**config.mk**
```make
export PLATFORM = sky130hd
export DESIGN_NAME = apb_master
export DESIGN_NICKNAME = d
export VERILOG_FILES = /design/src/rtl/apb_pkg.sv /design/src/rtl/apb_cmd_fifo.sv /design/src/rtl/apb_master.sv
export SDC_FILE = /design/constraint.sdc
export NUM_CORES = 1
export LEC_CHECK = 0
export ABC_CLOCK_PERIOD_IN_PS = 7800
export CAP_MARGIN = 10
export CORE_MARGIN = 2
export CORE_UTILIZATION = 30
export DETAILED_ROUTE_END_ITERATION = 10
export SLEW_MARGIN = 10
export SYNTH_ARGS = -nofsm -noshare
export SYNTH_HDL_FRONTEND = slang
export SYNTH_SLANG_ARGS = --single-unit
export TNS_END_PERCENT = 10
```
**constraint.sdc**
```tcl
create_clock -name i_clk -period 7.8 [get_ports i_clk]
set_clock_uncertainty 0.05 [all_clocks]
set_input_delay 0.78 -clock i_clk [delete_from_list [all_inputs] [get_ports i_clk]]
set_output_delay 0.78 -clock i_clk [all_outputs]
set_load 0.1 [all_outputs]
```
**src/rtl/apb_pkg.sv**
```systemverilog
// Shared APB definitions: requester FSM state encoding and default bus widths.
// Used by apb_master and apb_slave.
package apb_pkg;

    localparam int APB_ADDR_W = 32;
    localparam int APB_DATA_W = 32;

    typedef enum logic [1:0] {
        IDLE   = 2'd0,
        SETUP  = 2'd1,
        ACCESS = 2'd2
    } apb_state_e;

endpackage

```
**src/rtl/apb_cmd_fifo.sv**
```systemverilog
// Synchronous command FIFO; pointers carry an extra MSB to tell full from empty.
module apb_cmd_fifo #(
    parameter int WIDTH = 65,
    parameter int DEPTH = 4
) (
    input  logic             i_clk,
    input  logic             i_reset,
    input  logic             i_push,
    input  logic [WIDTH-1:0] i_data,
    input  logic             i_pop,
    output logic [WIDTH-1:0] o_data,
    output logic             o_full,
    output logic             o_empty
);

    localparam int AW = $clog2(DEPTH);

    logic [AW:0]      wrPtr_q, wrPtr_d;
    logic [AW:0]      rdPtr_q, rdPtr_d;
    logic [WIDTH-1:0] mem_q [DEPTH];

    always_comb begin
        wrPtr_d = wrPtr_q + {{AW{1'b0}}, i_push};
        rdPtr_d = rdPtr_q + {{AW{1'b0}}, i_pop};
    end

    always_ff @(posedge i_clk or posedge i_reset) begin
        if (i_reset) begin
            wrPtr_q <= '0;
            rdPtr_q <= '0;
        end else begin
            wrPtr_q <= wrPtr_d;
            rdPtr_q <= rdPtr_d;
        end
    end

    // Storage is not reset; only entries between the pointers are ever read.
    always_ff @(posedge i_clk) begin
        if (i_push) begin
            mem_q[wrPtr_q[AW-1:0]] <= i_data;
        end
    end

    assign o_data  = mem_q[rdPtr_q[AW-1:0]];
    assign o_empty = (wrPtr_q == rdPtr_q);
    assign o_full  = (wrPtr_q[AW] != rdPtr_q[AW]) && (wrPtr_q[AW-1:0] == rdPtr_q[AW-1:0]);

endmodule

```
**src/rtl/apb_master.sv**
```systemverilog
// APB requester: buffers commands in a FIFO and runs each as one SETUP/ACCESS transfer.
// Define APB_MASTER_TIMEOUT_EN to abort ACCESS phases that wait too long for PREADY.
module apb_master
    import apb_pkg::*;
#(
    parameter int ADDR_W         = APB_ADDR_W,
    parameter int DATA_W         = APB_DATA_W,
    parameter int FIFO_DEPTH     = 4,
    parameter int TIMEOUT_CYCLES = 16
) (
    input  logic              i_clk,
    input  logic              i_reset,
    input  logic              i_cmd_valid,
    output logic              o_cmd_ready,
    input  logic              i_cmd_write,
    input  logic [ADDR_W-1:0] i_cmd_addr,
    input  logic [DATA_W-1:0] i_cmd_wdata,
    output logic              o_rsp_valid,
    input  logic              i_rsp_ready,
    output logic              o_rsp_write,
    output logic [DATA_W-1:0] o_rsp_rdata,
    output logic              o_rsp_err,
    output logic [ADDR_W-1:0] PADDR,
    output logic              PWRITE,
    output logic [DATA_W-1:0] PWDATA,
    output logic              PSELx,
    output logic              PENABLE,
    input  logic [DATA_W-1:0] PRDATA,
    input  logic              PREADY,
    input  logic              PSLVERR,
    output logic              o_busy
);

    localparam int CMD_W = 1 + ADDR_W + DATA_W;

    apb_state_e        state_q, state_d;
    logic [ADDR_W-1:0] paddr_q, paddr_d;
    logic              pwrite_q, pwrite_d;
    logic [DATA_W-1:0] pwdata_q, pwdata_d;
    logic              rspValid_q, rspValid_d;
    logic              rspWrite_q, rspWrite_d;
    logic [DATA_W-1:0] rspRdata_q, rspRdata_d;
    logic              rspErr_q, rspErr_d;

    logic              fifoPush, fifoPop, fifoFull, fifoEmpty;
    logic [CMD_W-1:0]  fifoData;
    logic              headWrite;
    logic [ADDR_W-1:0] headAddr;
    logic [DATA_W-1:0] headWdata;
    logic              rspSlotFree;

`ifdef APB_MASTER_TIMEOUT_EN
    localparam int TMO_W = $clog2(TIMEOUT_CYCLES + 1);
    logic [TMO_W-1:0] tmoCnt_q, tmoCnt_d;
`else
    logic [31:0] unusedTimeoutCfg;
    assign unusedTimeoutCfg = TIMEOUT_CYCLES;
`endif

    assign fifoPush = i_cmd_valid && !fifoFull;

    apb_cmd_fifo #(
        .WIDTH (CMD_W),
        .DEPTH (FIFO_DEPTH)
    ) u_cmd_fifo (
        .i_clk   (i_clk),
        .i_reset (i_reset),
        .i_push  (fifoPush),
        .i_data  ({i_cmd_write, i_cmd_addr, i_cmd_wdata}),
        .i_pop   (fifoPop),
        .o_data  (fifoData),
        .o_full  (fifoFull),
        .o_empty (fifoEmpty)
    );

    assign {headWrite, headAddr, headWdata} = fifoData;

    // A transfer may only start if its response cannot overwrite an unconsumed one.
    assign rspSlotFree = !rspValid_q || i_rsp_ready;

    always_comb begin
        state_d    = state_q;
        paddr_d    = paddr_q;
        pwrite_d   = pwrite_q;
        pwdata_d   = pwdata_q;
        rspValid_d = rspValid_q && !i_rsp_ready;
        rspWrite_d = rspWrite_q;
        rspRdata_d = rspRdata_q;
        rspErr_d   = rspErr_q;
        fifoPop    = 1'b0;
`ifdef APB_MASTER_TIMEOUT_EN
        tmoCnt_d   = tmoCnt_q;
`endif
        case (state_q)
            IDLE: begin
                if (!fifoEmpty && rspSlotFree) begin
                    fifoPop  = 1'b1;
                    state_d  = SETUP;
                    paddr_d  = headAddr;
                    pwrite_d = headWrite;
                    pwdata_d = headWrite ? headWdata : '0;
                end
            end
            SETUP: begin
                state_d = ACCESS;
`ifdef APB_MASTER_TIMEOUT_EN
                tmoCnt_d = '0;
`endif
            end
            ACCESS: begin
                if (PREADY) begin
                    state_d    = IDLE;
                    rspValid_d = 1'b1;
                    rspWrite_d = pwrite_q;
                    rspRdata_d = pwrite_q ? '0 : PRDATA;
                    rspErr_d   = PSLVERR;
                end
`ifdef APB_MASTER_TIMEOUT_EN
                else if (tmoCnt_q == TMO_W'(TIMEOUT_CYCLES - 1)) begin
                    state_d    = IDLE;
                    rspValid_d = 1'b1;
                    rspWrite_d = pwrite_q;
                    rspRdata_d = '0;
                    rspErr_d   = 1'b1;
                end else begin
                    tmoCnt_d = tmoCnt_q + 1'b1;
                end
`endif
            end
            default: state_d = IDLE;
        endcase
    end

    always_ff @(posedge i_clk or posedge i_reset) begin
        if (i_reset) begin
            state_q    <= IDLE;
            paddr_q    <= '0;
            pwrite_q   <= 1'b0;
            pwdata_q   <= '0;
            rspValid_q <= 1'b0;
            rspWrite_q <= 1'b0;
            rspRdata_q <= '0;
            rspErr_q   <= 1'b0;
`ifdef APB_MASTER_TIMEOUT_EN
            tmoCnt_q   <= '0;
`endif
        end else begin
            state_q    <= state_d;
            paddr_q    <= paddr_d;
            pwrite_q   <= pwrite_d;
            pwdata_q   <= pwdata_d;
            rspValid_q <= rspValid_d;
            rspWrite_q <= rspWrite_d;
            rspRdata_q <= rspRdata_d;
            rspErr_q   <= rspErr_d;
`ifdef APB_MASTER_TIMEOUT_EN
            tmoCnt_q   <= tmoCnt_d;
`endif
        end
    end

    assign PSELx       = (state_q != IDLE);
    assign PENABLE     = (state_q == ACCESS);
    assign PADDR       = paddr_q;
    assign PWRITE      = pwrite_q;
    assign PWDATA      = pwdata_q;
    assign o_cmd_ready = !fifoFull;
    assign o_rsp_valid = rspValid_q;
    assign o_rsp_write = rspWrite_q;
    assign o_rsp_rdata = rspRdata_q;
    assign o_rsp_err   = rspErr_q;
    assign o_busy      = !fifoEmpty || (state_q != IDLE) || rspValid_q;

endmodule
```
# After elaboration in Yosys (flattened, before gate mapping)
# Memories as Yosys holds them, arrays and structs flattened.
# Cells that the tools add are included.
[word_totals] out_inout_bits=104 wordCells=47 memories=1 register_bits=108 ramBits=260 input_bits=103
[classes] muxes=11 reduce_logical=16 n_addsub=2 eq_ne=7
[mem_list] memory="u_cmd_fifo.mem_q" words=4 width=65 read_ports=1 rd_ports_with_merged_regs=0 wr=1 line="apb_cmd_fifo.sv:20" rtl="logic [WIDTH-1:0] mem_q [DEPTH];"
[ops] operator="two-way mux 32 bit" n=2
[ops] operator="adder 3 x 1 -> 3 bit" n=2
[ops] operator="two-way mux 1 bit" n=6
[ops] operator="case mux 2 bit (3 select lines)" n=1
[ops] operator="AND reduction 2 bit" n=3
[ops] operator="logical AND 1 bit" n=4
[ops] operator="zero test 1 bit" n=4
[ops] operator="two-way mux 2 bit" n=2
[ops] operator="equality test 3 bit" n=1
[ops] operator="logical OR 1 bit" n=3
[ops] operator="equality test 2 x 1 -> 1 bit, second input constant" n=1
[ops] operator="equality test 2 bit" n=1
[ops] operator="equality test 2 bit, second input constant" n=1
[ops] operator="zero test 2 bit" n=1
[ops] operator="inequality test 2 x 1 -> 1 bit, second input constant" n=1
[ops] operator="inequality test 2 bit, second input constant" n=1
[ops] operator="nonzero test 2 bit" n=1
[ops] operator="inequality test 1 bit" n=1

# Depth between registers and ports, before layout
# Gate-level depths: netlist (run 1).
[logic_depth] ltp_word=6 mapped_depth=8 mapped_depth_nobuf=6

# Cells and area by module
# From an unflattened synthesis (run 1), not the netlist that was laid out.
[hier_totals] hier_cells=725 hier_area_um2=13872.1
[by_module_without_submodules] module="apb_cmd_fifo" n_inst=1 area_per_inst_um2=9663.0 cells_each=362 seq_area_each_um2=7957.6
[by_module_without_submodules] module="apb_master" n_inst=1 area_per_inst_um2=4209.0 cells_each=363 seq_area_each_um2=2552.4

# Least setup slack after synthesis (run 1)
# Ideal clock, no wire load.
[synth_path] kind="flip-flop to flip-flop" start="register u_cmd_fifo.rdPtr_q[1]" end="memory u_cmd_fifo.mem_q[2][0] (enable)" n_path_buf=0 setup_slack_ns=1.473 synth_period_minus_slack_ns=6.327 stages_incl_launch_ff=4 t_arrival_ns=5.695 cell_sequence="dfrtp_1 -> xor2_1 -> o31ai_1 -> nor3b_1"
[synth_between] elab_chain_len=6
[synth_rtl] item="from (decl)" line="apb_cmd_fifo.sv:19" rtl="logic [AW:0] rdPtr_q, rdPtr_d;"
[synth_rtl] item="from (signal assigned)" line="apb_cmd_fifo.sv:33" rtl="rdPtr_q <= rdPtr_d;"
[synth_rtl] item="equality test 2 bit" line="apb_cmd_fifo.sv:46" rtl="assign o_full = (wrPtr_q[AW] != rdPtr_q[AW]) && (wrPtr_q[AW-1:0] == rdPtr_q[AW-1:0]);"
[synth_rtl] item="logical AND 1 bit" line="apb_cmd_fifo.sv:46"
[synth_rtl] item="zero test 1 bit" line="apb_master.sv:60" rtl="assign fifoPush = i_cmd_valid && !fifoFull;"
[synth_rtl] item="logical AND 1 bit" line="apb_master.sv:60"
[synth_rtl] item="two-way mux 1 bit" line="apb_cmd_fifo.sv:39" rtl="if (i_push) begin"
[synth_rtl] item="two-way mux 1 bit (implied by the code)" line="apb_cmd_fifo.sv:40" rtl="mem_q[wrPtr_q[AW-1:0]] <= i_data;"
[synth_rtl] item="to (decl)" line="apb_cmd_fifo.sv:20"
# Every way passes these cells.

# Worst setup path after layout (run 1)
[layout_path] start="register u_cmd_fifo.rdPtr_q[1]" end="output port o_busy"
[layout_between] elab_chain_len=4
[layout_rtl] item="equality test 3 bit" line="apb_cmd_fifo.sv:45" rtl="assign o_empty = (wrPtr_q == rdPtr_q);"
[layout_rtl] item="zero test 1 bit" line="apb_master.sv:172" rtl="assign o_busy = !fifoEmpty || (state_q != IDLE) || rspValid_q;"
[layout_rtl] item="logical OR 1 bit (2 in a row)" line="apb_master.sv:172"
[layout_rtl] item="to (decl)" line="apb_master.sv:31" rtl="output logic o_busy"
# Every way passes these cells.

==> results of run 1 <==
Yosys cell counts:
cell type    n  area share, %
nand2b_1    34            1.5
nor3b_1      2           0.11
mux2_2      35            2.8
nand3b_1     1          0.054
o21ai_0     32            1.1
buf_6       11           0.89
buf_1        1          0.027
nand4b_1     1          0.063
nand2_1     66            1.8
o31ai_1      1          0.054
dfrtp_1    108             19
buf_2        2          0.072
nor3_1       1          0.036
buf_12       3           0.43
nor2_1       2          0.054
xor2_1       4           0.25
o311ai_4     1           0.19
xnor2_1      1          0.063
edfxtp_1   260             56
xor2_2       1           0.12
clkbuf_1    16           0.43
inv_1       37            1.0
mux2i_1     33            2.4
mux4_1       1           0.19
ha_1         4           0.36
mux4_2      64             10
buf_4        1          0.054
nor2b_1      1          0.045
and3_1       1          0.045
stage by stage:
step | utilization (%) | cell area, um^2 | cells
global route | 39.2 | 17900 | 1587
floorplan | - | 13900 | 725
global placement | 36.4 | 16600 | 1511
finish | 39.2 | 17900 | 1587
CTS | 39.2 | 17900 | 1587
detailed placement | 36.4 | 16600 | 1511
area by class of cell:
class | count | share of cell area [%]
inverters | 37 | 0.792
clock buffers | 49 | 5.91
repair buffers | 220 | 12.1
well taps | 600 | 4.20
flip-flops and latches | 368 | 58.9
multi-input cells | 286 | 17.0
clock inverters | 27 | 1.09
cells by family (layout without fill, tap and decap cells):
family / Yosys count / after routing
mux: 133 / 133
simple gates: 109 / 109
flops: 368 / 368
compound gates: 34 / 34
buf+inv: 71 / 333
xor+xnor: 6 / 6
fa+ha+maj: 4 / 4
layer usage:
metal	track usage (%)	wire length [um]	part of all wire, %	vias up
met4	4.14	613	2.0	4
met1	16.7	13400	44	3651
met3	3.67	2110	6.9	46
met2	20.8	14300	47	198
li1	-	-	-	3213
met5	0	34	0.11	-
worst min-delay path, delay by kind of cell, from the launching register on:
| family | cells | cell delay, ns |
|---|---|---|
| DFF | 1 | 0.34 |
| AOI/OAI and AO/OA | 1 | 0.06 |
| and+or+nand+nor | 1 | 0.04 |
sequential cells by signal, summed over array words and instances (netlist names):
signal              cells
PADDR                  32
PWDATA                 32
PWRITE                  1
o_rsp_err               1
o_rsp_rdata            32
o_rsp_valid             1
o_rsp_write             1
state_q                 2
u_cmd_fifo.mem_q      260
u_cmd_fifo.rdPtr_q      3
u_cmd_fifo.wrPtr_q      3
worst paths after layout:
check	startpoint	endpoint	slack [ns]	cells past startpoint
setup / recovery	u_cmd_fifo.rdPtr_q[1]$_DFF_PP0_	o_busy	3.80	4
setup reg to reg	u_cmd_fifo.rdPtr_q[0]$_DFF_PP0_	PWRITE$_DFFE_PP0P_	4.56	3
max in group asynchronous	i_reset	u_cmd_fifo.rdPtr_q[1]$_DFF_PP0_	5.56	3
min in group asynchronous	i_reset	PWDATA[30]$_DFFE_PP0P_	0.62	2
hold / removal	o_rsp_rdata[14]$_DFFE_PP0P_	o_rsp_rdata[14]$_DFFE_PP0P_	0.43	2
hold reg to reg	o_rsp_rdata[14]$_DFFE_PP0P_	o_rsp_rdata[14]$_DFFE_PP0P_	0.43	2
==> metrics.txt, run 1 <==
final period utilization 51.2%; Layout area overhead 28.2%; worst-path cell chain xor2_1 -> nor2_1 -> nand4b_1 -> clkdlybuf4s50_1; critical path's top delay family buffers and inverters; Critical Path Slowest Stage Cell clkdlybuf4s50_1; Vias/cell 4.48; initial antenna violation count 3; fill count 4202; FF+latch count, synth 368; CTS buffer count 41; Clock transition at path regs 0.06 ns; via count 7112; RD Place Congestion 0.760; most common cell after layout, fill and taps aside edfxtp_1; setup TNS 0 ns; number of antenna diodes 0; Syn Area/Cell 19.2 um^2; post-synthesis compound-gate area fraction 1.39%; HPWL after DPL 17600 um; Max Cap Viol 0; Worst-Skew Late Latency 0.55 ns; CP Data Required Time 6.97 ns; gr usage total 12.9%; Routed Antenna Nets 0; Setup Fix Bufs, Post-CTS 0; hold_ws 0.428 ns; post-synthesis mux area share 15.7%; num ports 207; Fmax achieved 250 MHz; Final min period 4.00 ns; Final WS setup 3.80 ns; main combinational cell family by area after synthesis multiplexers; first-pass GRT wire length 45800 um; CP Capture Type output pin; die height 219 um; Synth Area in Adders 0.359%; leading cell types in the layout, fill and taps excluded 260 x edfxtp_1, 206 x clkdlybuf4s50_1, 106 x dfrtp_1; pre-CTS WS 4.33 ns; die area 48200 um^2; worst-path fanout max 32; fin nets 1061; area share of xor/xnor cells in the synthesized design 0.431%; Netlist cell types 29; Least-Margin Pin Slew 1.08 ns; DRT iter0 DRCs 430; Die Wd 219 um; RSZ-0062 raised after global routing no; DRC viols 0; Post-CTS Hold Fix Bufs 0; status finished, final reports clean; Cell Area, Synth 13900 um^2; core area 45600 um^2; area of the multi-input gates 3030 um^2; Final Hold Fails 0; CP peak stage delay 1.14 ns; Clk Tree Root Cell clkbuf_16; number of port buffers 206; CTS Buffer Depth 3; Hold WC Path Type flop to flop; Setup CP Type flop to output pin; Slew HR 27.8%; Initial DRT Pass Iterations 4; WL final 30500 um; CP Buf/Inv Count 1; post-synthesis simple-gate area fraction 3.71%; post-synthesis sequential area ratio 75.5%; Sequential Area 10500 um^2; drt wl/cell 19.2 um; Initial Utilization 30.6%; final setup violation count 0; crit start category flop; vias in the first global route 7491; row cnt 78; Yosys warnings 0; largest net degree at the start of global routing 71; TritonCTS clock tree yes; gr ovfl total 0; Post-Syn Nets 832; layout cells sized above 1 18.5%; # clock sinks 368; Synth Instances 725; CP Data Arrival Time 3.17 ns; number of max-slew violations in the final report 0; post-CTS sizing 0; Clock H-tree levels 2
Power of run 1 is not shown: default switching activity piles up to over one toggle a cycle in this logic, so the estimate is an artifact.
==> run 2, diff against run 1 <==
--- a/config.mk
+++ b/config.mk
@@ -5,7 +5,7 @@
 export SDC_FILE = /design/constraint.sdc
 export NUM_CORES = 1
 export LEC_CHECK = 0
-export ABC_CLOCK_PERIOD_IN_PS = 7800
+export ABC_CLOCK_PERIOD_IN_PS = 3700
 export CAP_MARGIN = 10
 export CORE_MARGIN = 2
 export CORE_UTILIZATION = 30
==> constraint.sdc (replaced) <==
create_clock -name i_clk -period 3.7 [get_ports i_clk]
set_clock_uncertainty 0.05 [all_clocks]
set_input_delay 0.37 -clock i_clk [delete_from_list [all_inputs] [get_ports i_clk]]
set_output_delay 0.37 -clock i_clk [all_outputs]
set_load 0.1 [all_outputs]
==> run 2 against run 1 <==
Against the previous run:
- flip-flop and latch count unchanged
- worst hold slack got worse by 0.19 ns
- register-to-register slack got worse by 3.6 ns
- final area increased by 0.88%
- critical path type unchanged
- largest cell class unchanged
==> metrics.txt, run 2 (synthesis gave the netlist of run 1 again) <==
status finished, final reports clean (unchanged); Vias/cell 4.45 (was 4.48); Slew HR 29.0% (was 27.8%); leading cell types in the layout, fill and taps excluded 260 x edfxtp_1, 203 x clkdlybuf4s50_1, 106 x dfrtp_1 (was 260 x edfxtp_1, 206 x clkdlybuf4s50_1, 106 x dfrtp_1); HPWL after DPL 17400 um (was 17600 um); area of the multi-input gates 3050 um^2 (was 3030 um^2); Layout area overhead 29.4% (was 28.2%); initial antenna violation count 1 (was 3); Post-CTS Hold Fix Bufs 0 (unchanged); final setup violation count 0 (unchanged); CTS Buffer Depth 3 (unchanged); Final Hold Fails 0 (unchanged); via count 7037 (was 7112); Worst-Skew Late Latency 0.54 ns (was 0.55 ns); die area 48200 um^2 (unchanged); die height 219 um (unchanged); drt wl/cell 18.7 um (was 19.2 um); crit start category flop (unchanged); num ports 207 (unchanged); RD Place Congestion 0.734 (was 0.760); most common cell after layout, fill and taps aside edfxtp_1 (unchanged); # clock sinks 368 (unchanged); max reg flops 260 (unchanged); Setup CP Type flop to output pin (unchanged); gr usage total 12.5% (was 12.9%); CP Capture Type output pin (unchanged); Routed Antenna Nets 0 (unchanged); largest net degree at the start of global routing 68 (was 71); hold_ws 0.242 ns (was 0.428 ns); Clock H-tree levels 2 (unchanged); number of max-slew violations in the final report 0 (unchanged); Fmax achieved 360 MHz; Final min period 2.78 ns; Setup Fix Bufs, Post-CTS 0 (unchanged); Hold WC Path Type input pin to asynchronous set/reset pin (was flop to flop); post-CTS sizing 0 (unchanged); TritonCTS clock tree yes (unchanged); CTS buffer count 40 (was 41); gr ovfl total 0 (unchanged); first-pass GRT wire length 45000 um (was 45800 um); number of antenna diodes 0 (unchanged); Worst Reg-to-Reg Cells 5 (was 3); row cnt 78 (unchanged); CP Data Required Time 3.28 ns (was 6.97 ns); Clk Tree Root Cell clkbuf_16 (unchanged); worst r2r src u_cmd_fifo.wrPtr_q[1]$_DFF_PP0_ (was u_cmd_fifo.rdPtr_q[0]$_DFF_PP0_); DRT iter0 DRCs 419 (was 430); core area 45600 um^2 (unchanged); Sequential Area 10500 um^2 (unchanged); final period utilization 75.1%; fill count 4205 (was 4202); DRC viols 0 (unchanged); vias in the first global route 7624 (was 7491); flop-to-flop setup slack 1.00 ns (was 4.56 ns); Max Cap Viol 0 (unchanged); CP Data Arrival Time 2.36 ns (was 3.17 ns); fin nets 1058 (was 1061); number of port buffers 206 (unchanged); worst-path fanout max 5 (was 32); Initial Utilization 30.6% (unchanged); WL final 29600 um (was 30500 um); RSZ-0062 raised after global routing no (unchanged); Reg2Reg Capture Point u_cmd_fifo.mem_q[3][10]$_DFFE_PP_ (was PWRITE$_DFFE_PP0P_); Least-Margin Pin Slew 1.06 ns (was 1.08 ns); layout cells sized above 1 18.0% (was 18.5%); Initial DRT Pass Iterations 4 (unchanged); Clock transition at path regs 0.06 ns (about the same); Die Wd 219 um (unchanged)
[run 2: through the flow]
step	setup slack [ns]	std cells	util, %	area, um^2	setup TNS (ns)
floorplan	-0.377	725	-	13900	-66.40
global placement	1.07	1509	36.6	16700	0
detailed placement	1.04	1509	36.6	16700	0
CTS	0.832	1581	39.5	18000	0
global route	0.763	1581	39.5	18000	0
finish	0.922	1581	39.5	18000	0
[run 2: worst max-delay path, stage by stage, from the launching register on]
cell and delay, ns:
dfrtp_1 0.41, nor2_1 0.33, inv_1 0.07, clkdlybuf4s50_1 0.99
[run 2: cell type report]
| class | count | share of cell area [%] |
|---|---|---|
| multi-input combinational | 286 | 16.9 |
| timing repair buffer | 218 | 12.2 |
| sequential | 368 | 58.4 |
| tap | 600 | 4.17 |
| clock inverter | 14 | 1.22 |
| inverter | 37 | 0.785 |
| clock buffer | 58 | 6.27 |
[run 2: worst max path at each step]
stage	start	to	slack, ns	cells after the start
floorplan	u_cmd_fifo.wrPtr_q[1]$_DFF_PP0_	u_cmd_fifo.mem_q[2][0]$_DFFE_PP_	-0.38	3
global placement	u_cmd_fifo.wrPtr_q[1]$_DFF_PP0_	u_cmd_fifo.mem_q[3][49]$_DFFE_PP_	1.07	5
detailed placement	u_cmd_fifo.wrPtr_q[1]$_DFF_PP0_	u_cmd_fifo.mem_q[3][46]$_DFFE_PP_	1.04	5
CTS	state_q[0]$_DFFE_PP0P_	PSELx	0.83	3
global route	state_q[1]$_DFFE_PP0P_	PSELx	0.76	3
finish	state_q[1]$_DFFE_PP0P_	PSELx	0.92	3
[run 2: metal layers]
metal / share of wire, % / vias to the layer above / global-route usage, %
li1: - / 3182 / -
met1: 45 / 3609 / 16.6
met2: 47 / 198 / 20.0
met3: 5.9 / 46 / 2.87
met4: 2.3 / 2 / 4.68
met5: 0.044 / - / 0
Power of run 2 is left out for the same reason.
==> run 3, diff against run 2 <==
--- a/config.mk
+++ b/config.mk
@@ -5,7 +5,7 @@
 export SDC_FILE = /design/constraint.sdc
 export NUM_CORES = 1
 export LEC_CHECK = 0
-export ABC_CLOCK_PERIOD_IN_PS = 3700
+export ABC_CLOCK_PERIOD_IN_PS = 2400
 export CAP_MARGIN = 10
 export CORE_MARGIN = 2
 export CORE_UTILIZATION = 30
==> constraint.sdc (replaced) <==
create_clock -name i_clk -period 2.4 [get_ports i_clk]
set_clock_uncertainty 0.05 [all_clocks]
set_input_delay 0.24 -clock i_clk [delete_from_list [all_inputs] [get_ports i_clk]]
set_output_delay 0.24 -clock i_clk [all_outputs]
set_load 0.1 [all_outputs]
==> run 3 against run 2 <==
Against the previous run:
- setup slack lost 0.66 ns
- utilization is essentially flat
- critical path type unchanged
- register-to-register slack lost 0.69 ns
- largest cell class unchanged
- critical endpoint is now o_busy
- via count grew 1.1%
- global-route usage grew 0.082 points
- count of clock-buffer cells in the layout shrank 6
- critical path depth grew 1
- sequential share of layout area is essentially flat
- non-clock buffer count grew 13
==> metrics.txt, run 3 (synthesis gave the netlist of run 1 again) <==
die height 219 um (unchanged); hold_ws 0.210 ns (was 0.242 ns); gr usage total 12.6% (was 12.5%); CTS buffer count 41 (was 40); vias in the first global route 7418 (was 7624); Clock H-tree levels 2 (unchanged); Critical Path Slowest Stage Cell dfrtp_4 (was clkdlybuf4s50_1); DRC viols 0 (unchanged); post-CTS sizing 0 (unchanged); Fmax achieved 468 MHz; Final Hold Fails 0 (unchanged); HPWL after DPL 18200 um (was 17400 um); core area 45600 um^2 (unchanged); initial antenna violation count 2 (was 1); CP Capture Type output pin (unchanged); worst-path fanout max 3 (was 5); RD Place Congestion 0.722 (was 0.734); crit start category flop (unchanged); setup TNS 0 ns (unchanged); DRT iter0 DRCs 383 (was 419); Least-Margin Pin Slew 0.643 ns (was 1.06 ns); row cnt 78 (unchanged); fill count 4151 (was 4205); gr ovfl total 0 (unchanged); Routed Antenna Nets 0 (unchanged); worst-path cell chain xor2_4 -> nor2_1 -> nand4b_1 -> buf_12 (was nor2_1 -> inv_1 -> clkdlybuf4s50_1); number of max-slew violations in the final report 0 (unchanged); first-pass GRT wire length 45100 um (was 45000 um); Slew HR 57.2% (was 29.0%); Setup CP Type flop to output pin (unchanged); # clock sinks 368 (unchanged); CP Data Arrival Time 1.85 ns (was 2.36 ns); fin nets 1072 (was 1058); Initial Utilization 30.6% (unchanged); leading cell types in the layout, fill and taps excluded 260 x edfxtp_1, 117 x buf_4, 104 x dfrtp_1 (was 260 x edfxtp_1, 203 x clkdlybuf4s50_1, 106 x dfrtp_1); WL final 30300 um (was 29600 um); die area 48200 um^2 (unchanged); final period utilization 89.0%; final setup violation count 0 (unchanged); critical path's top delay family flip-flops (was buffers and inverters); CP Buf/Inv Count 1 (was 2); Hold WC Path Type input pin to flop (was input pin to asynchronous set/reset pin); Max Cap Viol 0 (unchanged); TritonCTS clock tree yes (unchanged); Initial DRT Pass Iterations 4 (unchanged); number of antenna diodes 0 (unchanged); RSZ-0062 raised after global routing no (unchanged); CTS Buffer Depth 3 (unchanged); layout cells sized above 1 30.6% (was 18.0%); num ports 207 (unchanged); Setup Fix Bufs, Post-CTS 0 (unchanged); CP peak stage delay 0.52 ns (was 0.99 ns); largest net degree at the start of global routing 66 (was 68); Clk Tree Root Cell clkbuf_16 (unchanged); Layout area overhead 29.4% (about the same); number of port buffers 206 (unchanged); status finished, final reports clean (unchanged); drt wl/cell 19.0 um (was 18.7 um); Die Wd 219 um (unchanged); Worst-Skew Late Latency 0.55 ns (was 0.54 ns); Vias/cell 4.45 (about the same); most common cell after layout, fill and taps aside edfxtp_1 (unchanged); CP Data Required Time 2.11 ns (was 3.28 ns); Final min period 2.14 ns; via count 7115 (was 7037); Clock transition at path regs 0.06 ns (about the same); max reg flops 260 (unchanged)
==> run 3: cell count changes in the layout (fill, tap and decap cells not counted), moves of 4 or more <==
cell             change
buf_4              +107
clkdlybuf4s50_1    -101
clkinv_2             +7
buf_12               +6
clkinv_1             -4
clkinvlp_4           +4
==> run 3: final cells by class <==
| class | count | area (um^2) | share of cell area [%] |
|---|---|---|---|
| clock inverters | 24 | 313 | 1.74 |
| multi-input cells | 286 | 3100 | 17.2 |
| repair buffers | 231 | 2130 | 11.8 |
| flip-flops and latches | 368 | 10500 | 58.4 |
| inverters | 37 | 143 | 0.791 |
| well taps | 600 | 751 | 4.16 |
| clock buffers | 52 | 1080 | 5.98 |
==> run 3: worst reg2reg max path, cell delays in order (launching register included) <==
cell and delay, ns:
dfrtp_1 0.42, xnor2_1 0.35, o31ai_4 0.18, nor3_4 0.15, buf_4 0.55
==> run 3: metal layers <==
| layer | vias to the layer above | GRT usage [%] | part of all wire, % |
|---|---|---|---|
| met2 | 201 | 20.7 | 47 |
| met1 | 3640 | 16.1 | 44 |
| met5 | - | 0 | 0.079 |
| met3 | 39 | 3.99 | 7.6 |
| li1 | 3231 | - | - |
| met4 | 4 | 3.36 | 1.7 |
==> run 3: stage by stage <==
step           std cells  instance area [um^2]  util [%]  setup slack [ns]
6_report            1598                 18000      39.6             0.264
5_1_grt             1598                 18000      39.6             0.165
4_1_cts             1598                 18000      39.6             0.202
3_3_place_gp        1521                 16600      36.5             0.283
2_1_floorplan        725                 14000         -            -0.670
3_5_place_dp        1521                 16600      36.5             0.262
==> run 3: repair_timing <==
action	in CTS	in global routing
hold endpoints to repair	3	0
setup endpoints to repair	0	0
hold buffers	1	0
==> run 3: final timing paths <==
kind	cells after the start	slack, ns	to	startpoint
min in group asynchronous	3	0.48	o_rsp_rdata[22]$_DFFE_PP0P_	i_reset
min	3	0.21	o_rsp_rdata[15]$_DFFE_PP0P_	PRDATA[15]
min reg2reg	2	0.43	o_rsp_rdata[22]$_DFFE_PP0P_	o_rsp_rdata[22]$_DFFE_PP0P_
max in group asynchronous	4	1.25	u_cmd_fifo.rdPtr_q[1]$_DFF_PP0_	i_reset
max	4	0.26	o_busy	u_cmd_fifo.rdPtr_q[1]$_DFF_PP0_
max reg2reg	4	0.31	u_cmd_fifo.mem_q[0][55]$_DFFE_PP_	u_cmd_fifo.rdPtr_q[2]$_DFF_PP0_
Power of run 3 is left out for the same reason.
